### src/rtl/keypad_scan.sv
// 4x4 keypad scanner: drives one column at a time, assembles full-frame row snapshots, debounces
// whole frames and queues single-key press codes in a 4-entry FIFO for a CPU to read.
module keypad_scan #(
  parameter int unsigned SCAN_DIV  = 1000,
  parameter int unsigned DEB_SCANS = 4
) (
  input  logic       segclk,
  input  logic       reset,
  input  logic [3:0] row_n,
  output logic [3:0] col_n,
  input  logic       key_rd,
  input  logic       ovf_clr,
  output logic       key_valid,
  output logic [3:0] key_code,
  output logic [2:0] key_count,
  output logic       overflow
);

  localparam int unsigned DivW = (SCAN_DIV > 1) ? $clog2(SCAN_DIV) : 1;

  logic [3:0]      r_row_s1, r_row_s2;
  logic [DivW-1:0] r_div;
  logic [1:0]      r_col;
  logic [15:0]     r_frame, r_prev, r_stable;
  logic [3:0]      r_match;
  logic            r_push;
  logic [3:0]      r_push_code;
  logic [3:0]      r_mem [4];
  logic [1:0]      r_wptr, r_rptr;
  logic [2:0]      r_count;
  logic            r_ovf;

  logic            w_tc, w_done, w_stable_upd, w_event;
  logic [15:0]     w_frame_new;
  logic [3:0]      w_match_nxt;
  logic [4:0]      w_ones;
  logic [3:0]      w_code;
  logic            w_pop, w_full, w_do_push, w_drop;

  // Two-flop synchronizer for the asynchronous row lines; idle rows read as all-high.
  always_ff @(posedge segclk or posedge reset) begin
    if (reset) begin
      r_row_s1 <= 4'b1111;
      r_row_s2 <= 4'b1111;
    end else begin
      r_row_s1 <= row_n;
      r_row_s2 <= r_row_s1;
    end
  end

  assign w_tc   = (r_div == DivW'(SCAN_DIV - 1));
  assign w_done = w_tc && (r_col == 2'd3);

  // Frame as it will look once this cycle's column slice is written.
  always_comb begin
    w_frame_new = r_frame;
    if (w_tc) w_frame_new[{r_col, 2'b00} +: 4] = ~r_row_s2;
  end

  // Match counter next value; saturates at DEB_SCANS-1, clears on any frame difference.
  always_comb begin
    if (w_frame_new != r_prev)                 w_match_nxt = 4'd0;
    else if (r_match == 4'(DEB_SCANS - 1))     w_match_nxt = r_match;
    else                                       w_match_nxt = r_match + 4'd1;
  end

  // Key population and code of the (single) pressed key; bit col*4+row maps to code row*4+col.
  always_comb begin
    w_ones = 5'd0;
    w_code = 4'd0;
    for (int b = 0; b < 16; b++) begin
      w_ones = w_ones + {4'd0, w_frame_new[b]};
      if (w_frame_new[b]) w_code = {2'(b % 4), 2'(b / 4)};
    end
  end

  assign w_stable_upd = w_done && (w_match_nxt == 4'(DEB_SCANS - 1));
  assign w_event      = w_stable_upd && (r_stable == 16'd0) && (w_ones == 5'd1);

  // Column scan divider, frame assembly and frame-level debounce.
  always_ff @(posedge segclk or posedge reset) begin
    if (reset) begin
      r_div       <= '0;
      r_col       <= 2'd0;
      r_frame     <= 16'd0;
      r_prev      <= 16'd0;
      r_stable    <= 16'd0;
      r_match     <= 4'd0;
      r_push      <= 1'b0;
      r_push_code <= 4'd0;
    end else begin
      r_push <= w_event;
      if (w_event) r_push_code <= w_code;
      if (w_tc) begin
        r_div   <= '0;
        r_col   <= r_col + 2'd1;
        r_frame <= w_frame_new;
      end else begin
        r_div <= r_div + DivW'(1);
      end
      if (w_done) begin
        r_prev  <= w_frame_new;
        r_match <= w_match_nxt;
      end
      if (w_stable_upd) r_stable <= w_frame_new;
    end
  end

  assign w_pop     = key_rd && (r_count != 3'd0);
  assign w_full    = (r_count == 3'd4);
  assign w_do_push = r_push && (!w_full || w_pop);
  assign w_drop    = r_push && w_full && !w_pop;

  // Event FIFO with explicit occupancy; a push into a full FIFO is dropped unless a pop coincides.
  always_ff @(posedge segclk or posedge reset) begin
    if (reset) begin
      for (int i = 0; i < 4; i++) r_mem[i] <= 4'd0;
      r_wptr  <= 2'd0;
      r_rptr  <= 2'd0;
      r_count <= 3'd0;
      r_ovf   <= 1'b0;
    end else begin
      if (w_do_push) begin
        r_mem[r_wptr] <= r_push_code;
        r_wptr        <= r_wptr + 2'd1;
      end
      if (w_pop) r_rptr <= r_rptr + 2'd1;
      if (w_do_push && !w_pop)      r_count <= r_count + 3'd1;
      else if (w_pop && !w_do_push) r_count <= r_count - 3'd1;
      // A new drop wins over a coincident clear.
      if (w_drop)       r_ovf <= 1'b1;
      else if (ovf_clr) r_ovf <= 1'b0;
    end
  end

  assign col_n     = ~(4'b0001 << r_col);
  assign key_valid = (r_count != 3'd0);
  assign key_code  = key_valid ? r_mem[r_rptr] : 4'd0;
  assign key_count = r_count;
  assign overflow  = r_ovf;

endmodule

### config.mk
export PLATFORM = sky130hd
export DESIGN_NAME = keypad_scan
export DESIGN_NICKNAME = d
export VERILOG_FILES = /design/src/rtl/keypad_scan.sv
export SDC_FILE = /design/constraint.sdc
export NUM_CORES = 1
export LEC_CHECK = 0
export ABC_AREA = 0
export CORE_MARGIN = 3
export CORE_UTILIZATION = 50
export DETAILED_ROUTE_END_ITERATION = 10
export GPL_TIMING_DRIVEN = 0
export PLACE_DENSITY = 0.63
export SYNTH_ARGS = -nofsm -noshare
export SYNTH_HDL_FRONTEND = slang
export SYNTH_SLANG_ARGS = --single-unit
### constraint.sdc
create_clock -name segclk -period 14.98 [get_ports segclk]
set_clock_uncertainty 0.15 [all_clocks]
set_input_delay 2.996 -clock segclk [delete_from_list [all_inputs] [get_ports segclk]]
set_output_delay 2.996 -clock segclk [all_outputs]
set_load 0.005 [all_outputs]
# Word-level counts from Yosys, hierarchy flattened
# Cells that the tools add are included.
# word_totals
wordCells	108
inputBits	8
register_bits	101
output_inout_bits	13
# op_classes
shifts	3
n_eq_ne	7
addsub	23
n_lt_le_gt_ge	3
n_bitwise	4
reduce_logical	19
mux	31
# ops
operator	n
$mux 4	20
$add 5x1->5	11
$bwmux 16	2
$logic_not 16->1	1
$mux 16	1
$ne 16x16->1	1
$shift 4x6->16 const A	1
$shiftx 4x6->16	1
$logic_and 1x1->1	11
$add 10x1->10 const B	1
$eq 10x10->1 const B	1
$mux 10	1
$mux 3	3
$bmux 4 s2	1
$demux 4 s2	1
$eq 4x2->1 const B	2
$not 4->4	2
$add 2x1->2 const B	3
$ge 3x3->1 const B	2
$neg 4->6	1
$not 2->3	2
$add 4x1->5	1
$eq 5x1->1 const B	1
$add 3x1->4	1
other kinds (14)	18

# Longest topological paths before layout
# depth
ltp_word	21
ltp_mapped	22
depth_no_buf	21

# Worst setup path after synthesis
# No wires, ideal clock.
# synth_timing
kind	reg-to-reg
startpoint	reg r_col[0]
endpoint	reg r_push_code[1]
path_stages_with_launch	20
synth_period_minus_slack_ns	6.242
n_path_buf	1
arrival_time_ns	5.967
slack_ns	8.738
setup_time_ns	0.125
required_ns	14.705
path_cell_list	dfrtp_1 -> inv_1 -> ha_1 -> or4b_1 -> buf_2 -> or2_2 -> o21ai_0 -> inv_1 -> fa_1 -> fa_1 -> fa_1 -> fa_1 -> inv_1 -> ha_1 -> fa_1 -> nor4_1 -> nand3_1 -> and4b_1 -> nand3_1 -> mux2_2
# synth_via
elab_chain_len	21
word_cells_on_any_way	43
classes_between	16 x add/sub; 4 x eq/ne; 2 x shift; 17 x mux; 4 x reduce/logical
# synth_rtl
element	line	rtl
start, declared	23	logic [1:0] r_col;
start signal, assigned	96	r_col <= r_col + 2'd1;
$neg 4->6	57	if (w_tc) w_frame_new[{r_col, 2'b00} +: 4] = ~r_row_s2;
$shiftx 4x6->16 / $shift 4x6->16 (equally long branches)	57	
$bwmux 16	57	
$mux 16	57	
$add 1x1->2	72	w_ones = w_ones + {4'd0, w_frame_new[b]};
$add 2x1->3	72	
$add 3x1->4	72	
$add 4x1->5	72	
$add 5x1->5 (11 in a row)	72	
$eq 5x1->1	78	assign w_event = w_stable_upd && (r_stable == 16'd0) && (w_ones == 5'd1);
$logic_and 1x1->1	78	
end signal, assigned	93	if (w_event) r_push_code <= w_code;
end, declared	27	logic [3:0] r_push_code;
# Several ways; a longest one is shown, not always the timed one.
# A chain may end at the register's enable or synchronous reset.

# Worst setup path in the final report
# Ends and elaborated chain as after synthesis.

==> out/results.ini <==
[power_and_ir_drop]
clkPwrFrac=0.388
leakagePower_nw=2.98
max-vdd-ir-drop_v=0.0000611
power_density_nw_per_um2=76.6
internal-power_mw=0.357
switching_share=0.236
power.switching_mw=0.110
comb_power_share=0.023
pwr-share-seq=0.589
power_mw=0.467

[place]
dp_hpwl_um=8840
gp_congestion=0.889
io_buffer_count=20
dp_cells=671
post_dp_cell_area_um2=5890

[global_routing]
grtUsageTotal=0.203
grt_max_degree=53
antenna_found_initial=0
grt_pass1_wl_um=20100
overflow=0
grt_pass1_vias=4018

[setup_path]
r2r_slack_ns=7.85
critPathMaxFanout=10
cp_slowest_cell=o21ai_0
slowest_delay_ns=0.59
path_cells=inv_1 > ha_1 > or4b_1 > buf_2 > or2_2 > o21ai_0 > inv_1 > fa_1 > fa_1 > fa_1 > fa_1 > inv_1 > ha_1 > fa_1 > nor4_1 > nand3_1 > and4b_1 > nand3_1 > mux2_2
reg2reg_to=r_push_code[1]
ff2ff_path_depth=19
crit_family=adder cells
crit_path_end=r_push_code[1]
cp-start-kind=flip-flop
r2r-start=r_col[0]
arrival_ns=7.26
cp.required_ns=15.11
path_common_cell=fa_1
path_class=reg2reg
crit_cells=19
setup.worst_path.start=r_col[0]
crit_buf_inv=4
cp-end-kind=flip-flop

[detailed_routing]
firstDrtPassIters=5
drc_errors=0
vias_per_cell=5.72
routedWlPerCell_um=17.4
ant_nets=0
drt_iter0_markers=345
vias=3928
drt-total-wl_um=11900

[die]
dieHeight_um=111
io-pin-count=21
start_util=0.522
core_area_um2=10500
dieArea_um2=12300
die_w_um=111
std_cell_rows=37

[flow_run]
maxCapViolCount=0

[clock_tree]
cts_setup_buffers=0
clockBufferDepth=2
cts-root-buf=clkbuf_8
clk_latency_ns=0.40
cts_hold_buf=0
cts_sinks=101
cts.clk_slew.worst_paths_ns=0.10
cts_max_level=3
post_cts_resized=0
cts_buffers=9
cts_tree=built

[timing]
setup_viol=0
timing.setup.tns_ns=0
rsz0062_at_grt=no
worst_slew_pin_slew_ns=0.932
fin_crit_ns=7.13
finalHoldViolCount=0
maxSlewViolCount=0
slew_headroom=0.370
fmax_mhz=140
holdWs_ns=0.210
period_share=0.476

[logic_synthesis]
syn_area_um2=5490
netlist_instances=514
synthSimpleGateAreaFrac=0.168
yosys_warnings=0
synthAdderAreaFrac=0.0789
yosysSeqAreaShare=0.462
ys_seq_elements=101
synth_cell_types=58
dominantRegCellSynth=dfrtp_1
syn-mean-instance-area_um2=10.7
synth_edf_count=0
synth_xor_area_frac=0.0415
synth.area.mux_share=0.118
synth_nets=550
synth_compound_area_frac=0.0862
ys_async_sr_fraction=1.00
synth_top_family_by_area=simple AND/OR/NAND/NOR gates

[finish]
layout-drive-gt1-share=0.151
mostFrequentLayoutCells=dfrtp_1 (93), nand2_1 (56), inv_1 (42)
fin_nets=582
area_growth_pct=11.0
design_area_um2=6090
diodes=0
final_common_cell=dfrtp_1
final_cells=687

[status]
status=completed

[worst_hold_path]
hold_class=reg2reg

[kinds of logic after synthesis]
kind of cell             count (synthesis)
multiplexers                            51
flip-flops                             101
buffers and inverters                   61
adder cells (fa/ha/maj)                 28
AO/OA/AOI/OAI                           74
AND/OR/NAND/NOR                        173
XOR/XNOR                                26
[per-stage QoR]
stage	setup slack [ns]	utilization
after global placement	7.70	0.557
final	7.85	0.579
after floorplan	8.74	-
after detailed placement	7.87	0.560
after CTS	7.84	0.579
after global routing	7.47	0.579
[power groups by stage]
stage | sequential (mW) | combinational [mW] | clock [mW]
floorplan | 0.280 | 0.00574 | 0
global placement | 0.280 | 0.00991 | 0
detailed placement | 0.280 | 0.0112 | 0
CTS | 0.275 | 0.0112 | 0.187
global route | 0.275 | 0.0122 | 0.198
finish | 0.275 | 0.0107 | 0.181
[Yosys cell counts, types with 2 or more instances]
master     number  area (um2)
nand2b_1        2        12.5
and4_1          2        17.5
o22ai_1         2        12.5
xnor2_1        13         114
o211a_1         4        40.0
or3_1           3        18.8
o21ai_0        35         175
nor4_1         10        62.6
a21oi_1        10        50.1
dfstp_2         8         210
buf_2           2        10.0
mux4_2          4        90.1
or4b_1          3        30.0
mux2i_1         6        60.1
mux2_4         10         150
dfrtp_1        93        2330
o211ai_1        2        15.0
o41ai_1         2        17.5
o31ai_1         5        37.5
xor2_1         13         114
or2_2           3        18.8
and3_1          5        31.3
nor2_1         25        93.8
fa_1           11         220
a2111oi_0       2        17.5
nand2_1        56         210
nor3_1         17        85.1
inv_1          43         161
and4b_1         2        20.0
ha_1           17         213
nand4_1         7        43.8
nand3_1        14        70.1
nor3b_1         3        22.5
and2_1          6        37.5
mux2_2         31         349
nor2b_1         6        37.5
nor4b_1         3        26.3
clkbuf_1       14        52.6
[area by class of cell]
cell class                 instances  area (um2)
tap                              136         170
clock inverter                     7        78.8
clock buffer                       9         124
sequential                       101        2540
inverter                          43         164
multi-input combinational        352        2710
buffer                            18        81.3
fill                             924        4420
timing repair buffer              21         228
[sequential cells by signal (all words and copies together), names as in the netlist]
signal	count
r_wptr	2
r_col	2
r_stable	16
r_row_s1	4
r_rptr	2
r_prev	16
r_div	10
r_row_s2	4
key_count	3
r_mem	16
r_push	1
overflow	1
r_frame	16
r_push_code	4
r_match	4
[how the worst min path moves through the flow]
stage,startpoint,endpoint,cells after the start
2_1_floorplan,r_row_s1[0],r_row_s2[0],0
3_3_place_gp,r_row_s1[0],r_row_s2[0],0
3_5_place_dp,r_row_s1[1],r_row_s2[1],0
4_1_cts,r_row_s1[1],r_row_s2[1],0
5_1_grt,r_row_s1[1],r_row_s2[1],0
6_report,r_row_s1[1],r_row_s2[1],0
[worst reg2reg max path: cells and delay by family (launching register included)]
family,cells,cell delay (ns)
fa+ha+maj,7,3.01
flops,1,0.53
mux,1,0.36
compound gates,1,0.59
simple gates,6,1.85
buf+inv,4,0.54
[metal layers]
metal	up-vias	part of all wire	track usage	wire (um)
li1	1855	-	-	-
met2	81	0.46	0.317	5480
met4	0	0.017	0.0599	201
met3	18	0.039	0.0469	465
met5	-	0	0	0
met1	1974	0.48	0.285	5780
Note: power is estimated with default switching activity, not from simulation.
